`config.mk`:
```
export PLATFORM = sky130hd
export DESIGN_NAME = lz_code_decoder_flat
export DESIGN_NICKNAME = d
export VERILOG_FILES = /design/src/rtl/lz_code_decoder_pkg.sv /design/src/rtl/lz_code_decoder_if.sv /design/src/rtl/lz_code_decoder_fifo2.sv /design/src/rtl/lz_code_decoder.sv /design/src/flat_wrapper.sv
export SDC_FILE = /design/constraint.sdc
export NUM_CORES = 1
export LEC_CHECK = 0
export ABC_AREA = 1
export CAP_MARGIN = 25
export CORE_MARGIN = 10
export CORE_UTILIZATION = 35
export DETAILED_ROUTE_END_ITERATION = 8
export PLACE_DENSITY = 0.65
export SYNTH_ARGS = -nofsm -noshare
export SYNTH_HDL_FRONTEND = slang
export SYNTH_SLANG_ARGS = --single-unit
```
`constraint.sdc`:
```
create_clock -name clk -period 1.7 [get_ports clk]
set_clock_uncertainty 0.15 [all_clocks]
set_input_delay 0.34 -clock clk [delete_from_list [all_inputs] [get_ports clk]]
set_output_delay 0.34 -clock clk [all_outputs]
set_load 0.05 [all_outputs]
```
`src/rtl/lz_code_decoder_pkg.sv`:
```
`default_nettype none
// ============================================================================
//  Module   : lzdec_pkg
//  Purpose  : Shared types, constants and the code-to-mask decode function for
//             the leading-one code decoder.
//  Revision : 1.0 - initial release
// ============================================================================
package lzdec_pkg;

  localparam int         WIDTH_DEFAULT = 16;
  localparam int         LZDEC_MAX_W   = 128;
  localparam logic [7:0] NONE_CODE     = 8'hF0;

  // Mask field is sized for the widest legal configuration; narrower
  // instances only ever see zeros above their own WIDTH.
  typedef struct packed {
    logic [LZDEC_MAX_W-1:0] mask;
    logic                   none;
    logic                   err;
  } lzdec_entry_t;

  // Turns one index code into its mask plus the none/illegal flags.
  // thermo selects a [code:0] fill pattern instead of a single bit.
  function automatic lzdec_entry_t decode_code(input logic [7:0] code,
                                               input logic       thermo,
                                               input int         width);
    lzdec_entry_t e;
    logic [7:0]   shamt;
    e     = '0;
    shamt = code + 8'd1;
    if (int'({24'd0, code}) < width) begin
      if (thermo) begin
        // A shift by 128 clears every bit, so the inversion yields all ones.
        e.mask = ~({LZDEC_MAX_W{1'b1}} << shamt);
      end else begin
        e.mask = {{(LZDEC_MAX_W-1){1'b0}}, 1'b1} << code;
      end
    end else if (code == NONE_CODE) begin
      e.none = 1'b1;
    end else begin
      e.err = 1'b1;
    end
    return e;
  endfunction

endpackage
`default_nettype wire

```
`src/rtl/lz_code_decoder_if.sv`:
```
`default_nettype none
// ============================================================================
//  Module   : lz_code_decoder_if
//  Purpose  : Code-in / mask-out stream bundle for lz_code_decoder.
//             LZDEC_THERMO_EN adds the thermo select signal.
//  Revision : 1.0 - initial release
// ============================================================================
interface lz_code_decoder_if
  import lzdec_pkg::*;
#(
  parameter int WIDTH = WIDTH_DEFAULT
);
  logic             in_valid;
  logic             in_ready;
  logic [7:0]       in_code;
  logic             acc_en;
  logic             acc_clr;
`ifdef LZDEC_THERMO_EN
  logic             thermo;
`endif
  logic             out_valid;
  logic             out_ready;
  logic [WIDTH-1:0] out_mask;
  logic             out_none;
  logic             out_err;

`ifdef LZDEC_THERMO_EN
  modport master (output in_valid, in_code, acc_en, acc_clr, thermo, out_ready,
                  input  in_ready, out_valid, out_mask, out_none, out_err);
  modport slave  (input  in_valid, in_code, acc_en, acc_clr, thermo, out_ready,
                  output in_ready, out_valid, out_mask, out_none, out_err);
`else
  modport master (output in_valid, in_code, acc_en, acc_clr, out_ready,
                  input  in_ready, out_valid, out_mask, out_none, out_err);
  modport slave  (input  in_valid, in_code, acc_en, acc_clr, out_ready,
                  output in_ready, out_valid, out_mask, out_none, out_err);
`endif

endinterface
`default_nettype wire

```
`src/rtl/lz_code_decoder_fifo2.sv`:
```
`default_nettype none
// ============================================================================
//  Module   : lzdec_fifo2
//  Purpose  : Two-entry synchronous FIFO with valid/ready on both sides.
//             Head entry is a register that feeds the outputs directly and is
//             zero whenever the FIFO is empty.
//  Revision : 1.0 - initial release
// ============================================================================
module lzdec_fifo2
  import lzdec_pkg::*;
#(
  parameter type T = lzdec_entry_t
) (
  input  logic clk,
  input  logic rst_n,
  input  logic in_valid,
  output logic in_ready,
  input  T     in_data,
  output logic out_valid,
  input  logic out_ready,
  output T     out_data
);

  logic [1:0] r_count;
  logic       r_ready;
  T           r_head;
  T           r_tail;
  logic       w_push;
  logic       w_pop;
  logic [1:0] w_count_next;

  assign w_push    = in_valid && r_ready;
  assign w_pop     = out_valid && out_ready;
  assign in_ready  = r_ready;
  assign out_valid = (r_count != 2'd0);
  assign out_data  = r_head;

  // Occupancy after this cycle's push/pop.
  always_comb begin
    w_count_next = r_count;
    if (w_push && !w_pop) begin
      w_count_next = r_count + 2'd1;
    end else if (!w_push && w_pop) begin
      w_count_next = r_count - 2'd1;
    end
  end

  // Storage, occupancy and a registered ready so out_ready never reaches in_ready.
  always_ff @(posedge clk) begin
    if (!rst_n) begin
      r_count <= 2'd0;
      r_ready <= 1'b0;
      r_head  <= '0;
      r_tail  <= '0;
    end else begin
      r_count <= w_count_next;
      r_ready <= (w_count_next != 2'd2);
      case (r_count)
        2'd0: begin
          if (w_push) r_head <= in_data;
        end
        2'd1: begin
          if (w_push && w_pop) begin
            r_head <= in_data;
          end else if (w_push) begin
            r_tail <= in_data;
          end else if (w_pop) begin
            r_head <= '0;
          end
        end
        default: begin
          // Full: ready is low, so only a pop can happen here.
          if (w_pop) begin
            r_head <= r_tail;
            r_tail <= '0;
          end
        end
      endcase
    end
  end

endmodule
`default_nettype wire

```
`src/rtl/lz_code_decoder.sv`:
```
`default_nettype none
// ============================================================================
//  Module   : lz_code_decoder
//  Purpose  : Inverse of the leading-one priority encoder. Decodes 8-bit index
//             codes back into WIDTH-bit masks with optional OR-accumulation,
//             buffered through a two-entry output FIFO.
//             Optional macro LZDEC_THERMO_EN adds thermometer decoding.
//  Revision : 1.0 - initial release
// ============================================================================
module lz_code_decoder
  import lzdec_pkg::*;
#(
  parameter int WIDTH = WIDTH_DEFAULT
) (
  input  logic              clk,
  input  logic              rst_n,
  lz_code_decoder_if.slave  bus
);

  typedef struct packed {
    logic [WIDTH-1:0] mask;
    logic             none;
    logic             err;
  } entry_t;

  lzdec_entry_t     w_dec_full;
  entry_t           w_dec;
  entry_t           w_push;
  entry_t           w_head;
  logic             w_hi_set;
  logic             w_thermo;
  logic             w_accept;
  logic             w_in_ready;
  logic [WIDTH-1:0] w_acc_base;
  logic [WIDTH-1:0] w_acc_next;
  logic [WIDTH-1:0] r_acc;

`ifdef LZDEC_THERMO_EN
  assign w_thermo = bus.thermo;
`else
  assign w_thermo = 1'b0;
`endif

  assign w_dec_full = decode_code(bus.in_code, w_thermo, WIDTH);

  // Any decoded bit above WIDTH would be an out-of-range index; treat as illegal.
  if (WIDTH < LZDEC_MAX_W) begin : g_hi_check
    assign w_hi_set = |w_dec_full.mask[LZDEC_MAX_W-1:WIDTH];
  end else begin : g_no_hi_check
    assign w_hi_set = 1'b0;
  end

  assign w_dec.mask = w_dec_full.mask[WIDTH-1:0];
  assign w_dec.none = w_dec_full.none;
  assign w_dec.err  = w_dec_full.err | w_hi_set;

  assign w_accept = bus.in_valid && w_in_ready;

  // Pushed entry and next accumulator: clear applies first, then the new bits.
  always_comb begin
    w_acc_base  = bus.acc_clr ? '0 : r_acc;
    w_acc_next  = w_acc_base;
    w_push      = '0;
    w_push.none = w_dec.none;
    w_push.err  = w_dec.err;
    if (w_dec.err) begin
      w_push.mask = '0;
    end else if (bus.acc_en) begin
      w_push.mask = w_acc_base | w_dec.mask;
    end else begin
      w_push.mask = w_dec.mask;
    end
    if (w_accept && bus.acc_en && !w_dec.err) begin
      w_acc_next = w_acc_base | w_dec.mask;
    end
  end

  // Accumulator register; clear acts every cycle regardless of handshake.
  always_ff @(posedge clk) begin
    if (!rst_n) begin
      r_acc <= '0;
    end else begin
      r_acc <= w_acc_next;
    end
  end

  lzdec_fifo2 #(
    .T (entry_t)
  ) u_fifo (
    .clk       (clk),
    .rst_n     (rst_n),
    .in_valid  (bus.in_valid),
    .in_ready  (w_in_ready),
    .in_data   (w_push),
    .out_valid (bus.out_valid),
    .out_ready (bus.out_ready),
    .out_data  (w_head)
  );

  assign bus.in_ready = w_in_ready;
  assign bus.out_mask = w_head.mask;
  assign bus.out_none = w_head.none;
  assign bus.out_err  = w_head.err;

endmodule
`default_nettype wire

```
`src/flat_wrapper.sv`:
```
// flat-port wrapper written by rule: the top's interface ports become plain ports
module lz_code_decoder_flat import lzdec_pkg::*;
#(
  parameter int WIDTH = WIDTH_DEFAULT
)
  (clk, rst_n, bus_in_valid, bus_in_code, bus_acc_en, bus_acc_clr, bus_out_ready, bus_in_ready, bus_out_valid, bus_out_mask, bus_out_none, bus_out_err);
  lz_code_decoder_if #(.WIDTH(WIDTH)) bus_i ();
  input  logic clk;
  input  logic rst_n;
  input wire logic [$bits(bus_i.in_valid)-1:0] bus_in_valid;
  input wire logic [$bits(bus_i.in_code)-1:0] bus_in_code;
  input wire logic [$bits(bus_i.acc_en)-1:0] bus_acc_en;
  input wire logic [$bits(bus_i.acc_clr)-1:0] bus_acc_clr;
  input wire logic [$bits(bus_i.out_ready)-1:0] bus_out_ready;
  output wire logic [$bits(bus_i.in_ready)-1:0] bus_in_ready;
  output wire logic [$bits(bus_i.out_valid)-1:0] bus_out_valid;
  output wire logic [$bits(bus_i.out_mask)-1:0] bus_out_mask;
  output wire logic [$bits(bus_i.out_none)-1:0] bus_out_none;
  output wire logic [$bits(bus_i.out_err)-1:0] bus_out_err;
  assign bus_i.in_valid = bus_in_valid;
  assign bus_i.in_code = bus_in_code;
  assign bus_i.acc_en = bus_acc_en;
  assign bus_i.acc_clr = bus_acc_clr;
  assign bus_i.out_ready = bus_out_ready;
  assign bus_in_ready = bus_i.in_ready;
  assign bus_out_valid = bus_i.out_valid;
  assign bus_out_mask = bus_i.out_mask;
  assign bus_out_none = bus_i.out_none;
  assign bus_out_err = bus_i.out_err;
  lz_code_decoder #(.WIDTH(WIDTH)) u_core (.clk(clk), .rst_n(rst_n), .bus(bus_i));
endmodule
```
==> results.rst <==
.. list-table::
   :header-rows: 1

   * - Metric
     - Value
   * - Outcome
     - completed
   * - First-pass GRT wire length
     - 12500 um
   * - DRT iter0 DRCs
     - 159
   * - Clock root buffer master
     - sky130_fd_sc_hd__clkbuf_8
   * - Vias per inst
     - 5.11
   * - H-tree level count
     - 2
   * - Critical path fanouts, max
     - 4
   * - Max frequency
     - 0.606 GHz
   * - Area growth from synthesis to final layout
     - 41.9%
   * - Unrepaired setup endpoints after global routing
     - true
   * - Leading cell types in the layout, fill and taps excluded
     - 52 x sky130_fd_sc_hd__dfxtp_1, 50 x sky130_fd_sc_hd__a21oi_1, 48 x sky130_fd_sc_hd__nand2_1
   * - Number of input and output port buffers inserted
     - 33
   * - Setup crit end kind
     - primary output
   * - CTS clock-pin slew for the worst setup and hold paths
     - 100 ps
   * - Hold Path Class
     - register to register
   * - Setup TNS after final layout
     - 0 ps
   * - Cells taking the most area after synthesis
     - sky130_fd_sc_hd__dfxtp_1 40%, sky130_fd_sc_hd__a21oi_1 9.3%, sky130_fd_sc_hd__nand3_1 8.3%
   * - Layout Cells excl Fill
     - 527
   * - Die H
     - 109 um
   * - Number of nets with antenna violations after routing
     - 0
   * - CP Class
     - register to primary output
   * - Final design instance area without fill
     - 3950 um2
   * - Initial antenna violation count
     - 0
   * - Global router's overall resource usage
     - 12.7%
   * - Filler cell count
     - 739
   * - Core outline area
     - 7730 um2
   * - CTS max path bufs
     - 2
   * - Average routed wire per standard cell
     - 14.1 um
   * - Post-Route WL
     - 7430 um
   * - Worst endpoint data arrival time
     - 1160 ps
   * - Final clock period utilization by the worst path
     - 97.0%
   * - Final worst hold slack
     - 321 ps
   * - Later-pin clock latency in the skew report
     - 320 ps
   * - Warnings from Yosys
     - 0
   * - Number of clock sinks seen by CTS
     - 55
   * - Post-detail-place hpwl
     - 5340 um
   * - Sort of element at the start of the critical path
     - register
   * - Pin count of the biggest net entering global routing
     - 36
   * - End of the worst register-to-register path
     - u_core.u_fifo.out_data[1]
   * - Starting utilization of the core area
     - 36.0%
   * - Number of detailed-route iterations in the first pass
     - 4
   * - Clock period minus final worst setup slack
     - 1650 ps
   * - Data required time of the critical path
     - 1210 ps
   * - Count of inserted antenna diode cells
     - 0
   * - Leading cell type in the layout, fill and taps excluded
     - sky130_fd_sc_hd__dfxtp_1
   * - Number of max-slew violations in the final report
     - 0
   * - TritonCTS clock tree
     - yes
   * - Slew of the pin with the lowest slew margin
     - 345 ps
   * - Most area-hungry cell type in the Yosys netlist
     - sky130_fd_sc_hd__dfxtp_1
   * - Global-route congestion overflow total
     - 0
   * - Source of the worst register-to-register timing path
     - u_core.u_fifo.r_count[1]
   * - Power per Cell Area
     - 1420 nW/um2
   * - Syn Inst Count
     - 361
   * - Number of CTS-inserted buffers
     - 5
   * - Worst ir drop on vdd
     - 0.530 mV
   * - Mapped cell area
     - 2790 um2
   * - Site Rows
     - 32
   * - Worst reg-to-reg setup slack
     - 100 ps
   * - Worst setup path start
     - u_core.u_fifo.r_count[0]
   * - Post-Syn Area per Cell
     - 7.72 um2
   * - Number of unique standard cell types used by synthesis
     - 26
   * - Max-cap violations
     - 0
   * - CP Capture Point
     - bus_out_valid
   * - Total die area
     - 11900 um2
   * - Placed cells
     - 517
   * - Part of the Yosys area used for sequential elements
     - 39.5%
   * - Number of remaining DRC errors
     - 0
   * - Nets in the synthesized netlist
     - 377
   * - Cells on worst reg2reg path
     - 6
   * - Worst slew margin relative to its limit
     - 77.0%
   * - Fraction of final layout cells sized beyond drive strength 1
     - 32.7%
   * - FF+latch count, synth
     - 55
   * - Leakage dissipation
     - 1.45 nW
   * - Vias in the first global route
     - 2624
   * - Final setup viols
     - 0
   * - Number of primary I/O pins
     - 34
   * - Final estimated routing congestion in global placement
     - 0.828
   * - Chip Width
     - 109 um
   * - Proportion of netlist area held by the largest area contributor
     - 39.5%
   * - Via count
     - 2693
   * - Final Net Count
     - 440
   * - Number of failing hold endpoints at the final stage
     - 0
   * - Total cell area at the placement stage
     - 3760 um2
==> metrics by stage <==
step | setup WS [ps] | total power, mW | util, %
after global placement | -231 | 4.73 | 48.7
after global routing | -3.36 | 5.90 | 51.1
after floorplan | 37.2 | 3.25 | -
final | 50.8 | 5.60 | 51.1
after CTS | 4.94 | 5.60 | 50.3
after detailed placement | -264 | 4.76 | 48.7
==> critical path, cell delays in order (launching register included) <==
cell	delay, ps
sky130_fd_sc_hd__dfxtp_4	390
sky130_fd_sc_hd__inv_2	50
sky130_fd_sc_hd__ha_4	180
sky130_fd_sc_hd__inv_4	90
sky130_fd_sc_hd__buf_12	140
==> layout make-up <==
class                      instances  area (um2)  share of cell area (%)
clock buffer                       7        86.3                    2.18
clock inverter                     1        8.76                   0.222
inverter                          19        81.3                    2.06
multi-input combinational        266        1540                    39.1
sequential                        55        1110                    28.0
tap                              102         128                    3.23
timing repair buffer              77         997                    25.2
==> cell usage after synthesis <==
cell type,number
sky130_fd_sc_hd__dfxtp_1,55
sky130_fd_sc_hd__a21oi_1,52
sky130_fd_sc_hd__nand2_1,48
sky130_fd_sc_hd__nand3_1,46
sky130_fd_sc_hd__nor2_1,36
sky130_fd_sc_hd__a21oi_2,19
sky130_fd_sc_hd__o21ai_0,19
sky130_fd_sc_hd__nand3_2,14
sky130_fd_sc_hd__o21bai_1,12
sky130_fd_sc_hd__buf_2,11
sky130_fd_sc_hd__inv_1,11
sky130_fd_sc_hd__inv_2,6
sky130_fd_sc_hd__clkbuf_1,5
sky130_fd_sc_hd__nor2_2,4
sky130_fd_sc_hd__o21bai_2,4
sky130_fd_sc_hd__buf_4,2
sky130_fd_sc_hd__buf_6,2
sky130_fd_sc_hd__clkinv_1,2
sky130_fd_sc_hd__ha_1,2
sky130_fd_sc_hd__nand2_2,2
sky130_fd_sc_hd__nand4_1,2
sky130_fd_sc_hd__nor2_4,2
sky130_fd_sc_hd__o21ai_4,2
sky130_fd_sc_hd__buf_8,1
sky130_fd_sc_hd__o21ai_1,1
sky130_fd_sc_hd__xor2_1,1
==> cell families (layout without fill, tap and decap cells) <==
group	after synthesis	after routing	synth area share [%]
buffers and inverters	40	104	7.10
adder cells (fa/ha/maj)	2	2	0.898
AO/OA/AOI/OAI	109	109	24.9
AND/OR/NAND/NOR	154	154	27.2
XOR/XNOR	1	1	0.315
flip-flops	55	55	39.5
==> power by group <==
group | switching, mW | internal [mW]
registers | 0.222 | 1.51
clock network | 0.448 | 0.335
logic | 1.69 | 1.39
total | 2.36 | 3.24
==> metal layers <==
| layer | up-vias | GRT usage [%] | part of all wire (%) |
|---|---|---|---|
| li1 | 1355 | - | - |
| met1 | 1267 | 15.9 | 44 |
| met2 | 63 | 21.0 | 48 |
| met3 | 8 | 3.24 | 6.8 |
| met4 | 0 | 3.90 | 1.3 |
| met5 | - | 0 | 0 |
==> worst min path at each step <==
stage                               end  cells past startpoint                      from  slack [ps]
6_report        u_core.u_fifo.r_tail[9]                      2   u_core.u_fifo.r_tail[9]         320
5_1_grt        u_core.u_fifo.r_tail[11]                      2  u_core.u_fifo.r_tail[11]         340
4_1_cts         u_core.u_fifo.r_tail[9]                      2   u_core.u_fifo.r_tail[9]         320
3_5_place_dp   u_core.u_fifo.r_tail[12]                      2  u_core.u_fifo.r_tail[12]         310
3_3_place_gp    u_core.u_fifo.r_tail[9]                      2   u_core.u_fifo.r_tail[9]         300
2_1_floorplan  u_core.u_fifo.r_tail[10]                      2  u_core.u_fifo.r_tail[10]         290
==> what timing repair did <==
| action | 4_1_cts | 5_1_grt |
|---|---|---|
| setup endpoints to repair | 24 | 51 |
| hold buffers | 0 | 0 |
| pin swaps | 3 | 3 |
| hold endpoints to repair | 0 | 0 |
| buffers inserted | 3 | 0 |
| gates resized for setup | 7 | 19 |
==> registers in the layout, indices dropped and copies added (netlist names) <==
name                    flops
u_core.u_fifo.out_data     18
u_core.u_fifo.r_tail       18
u_core.r_acc               16
u_core.u_fifo.r_count       2
u_core.u_fifo.in_ready      1
Power figures use the tool's default switching activity.
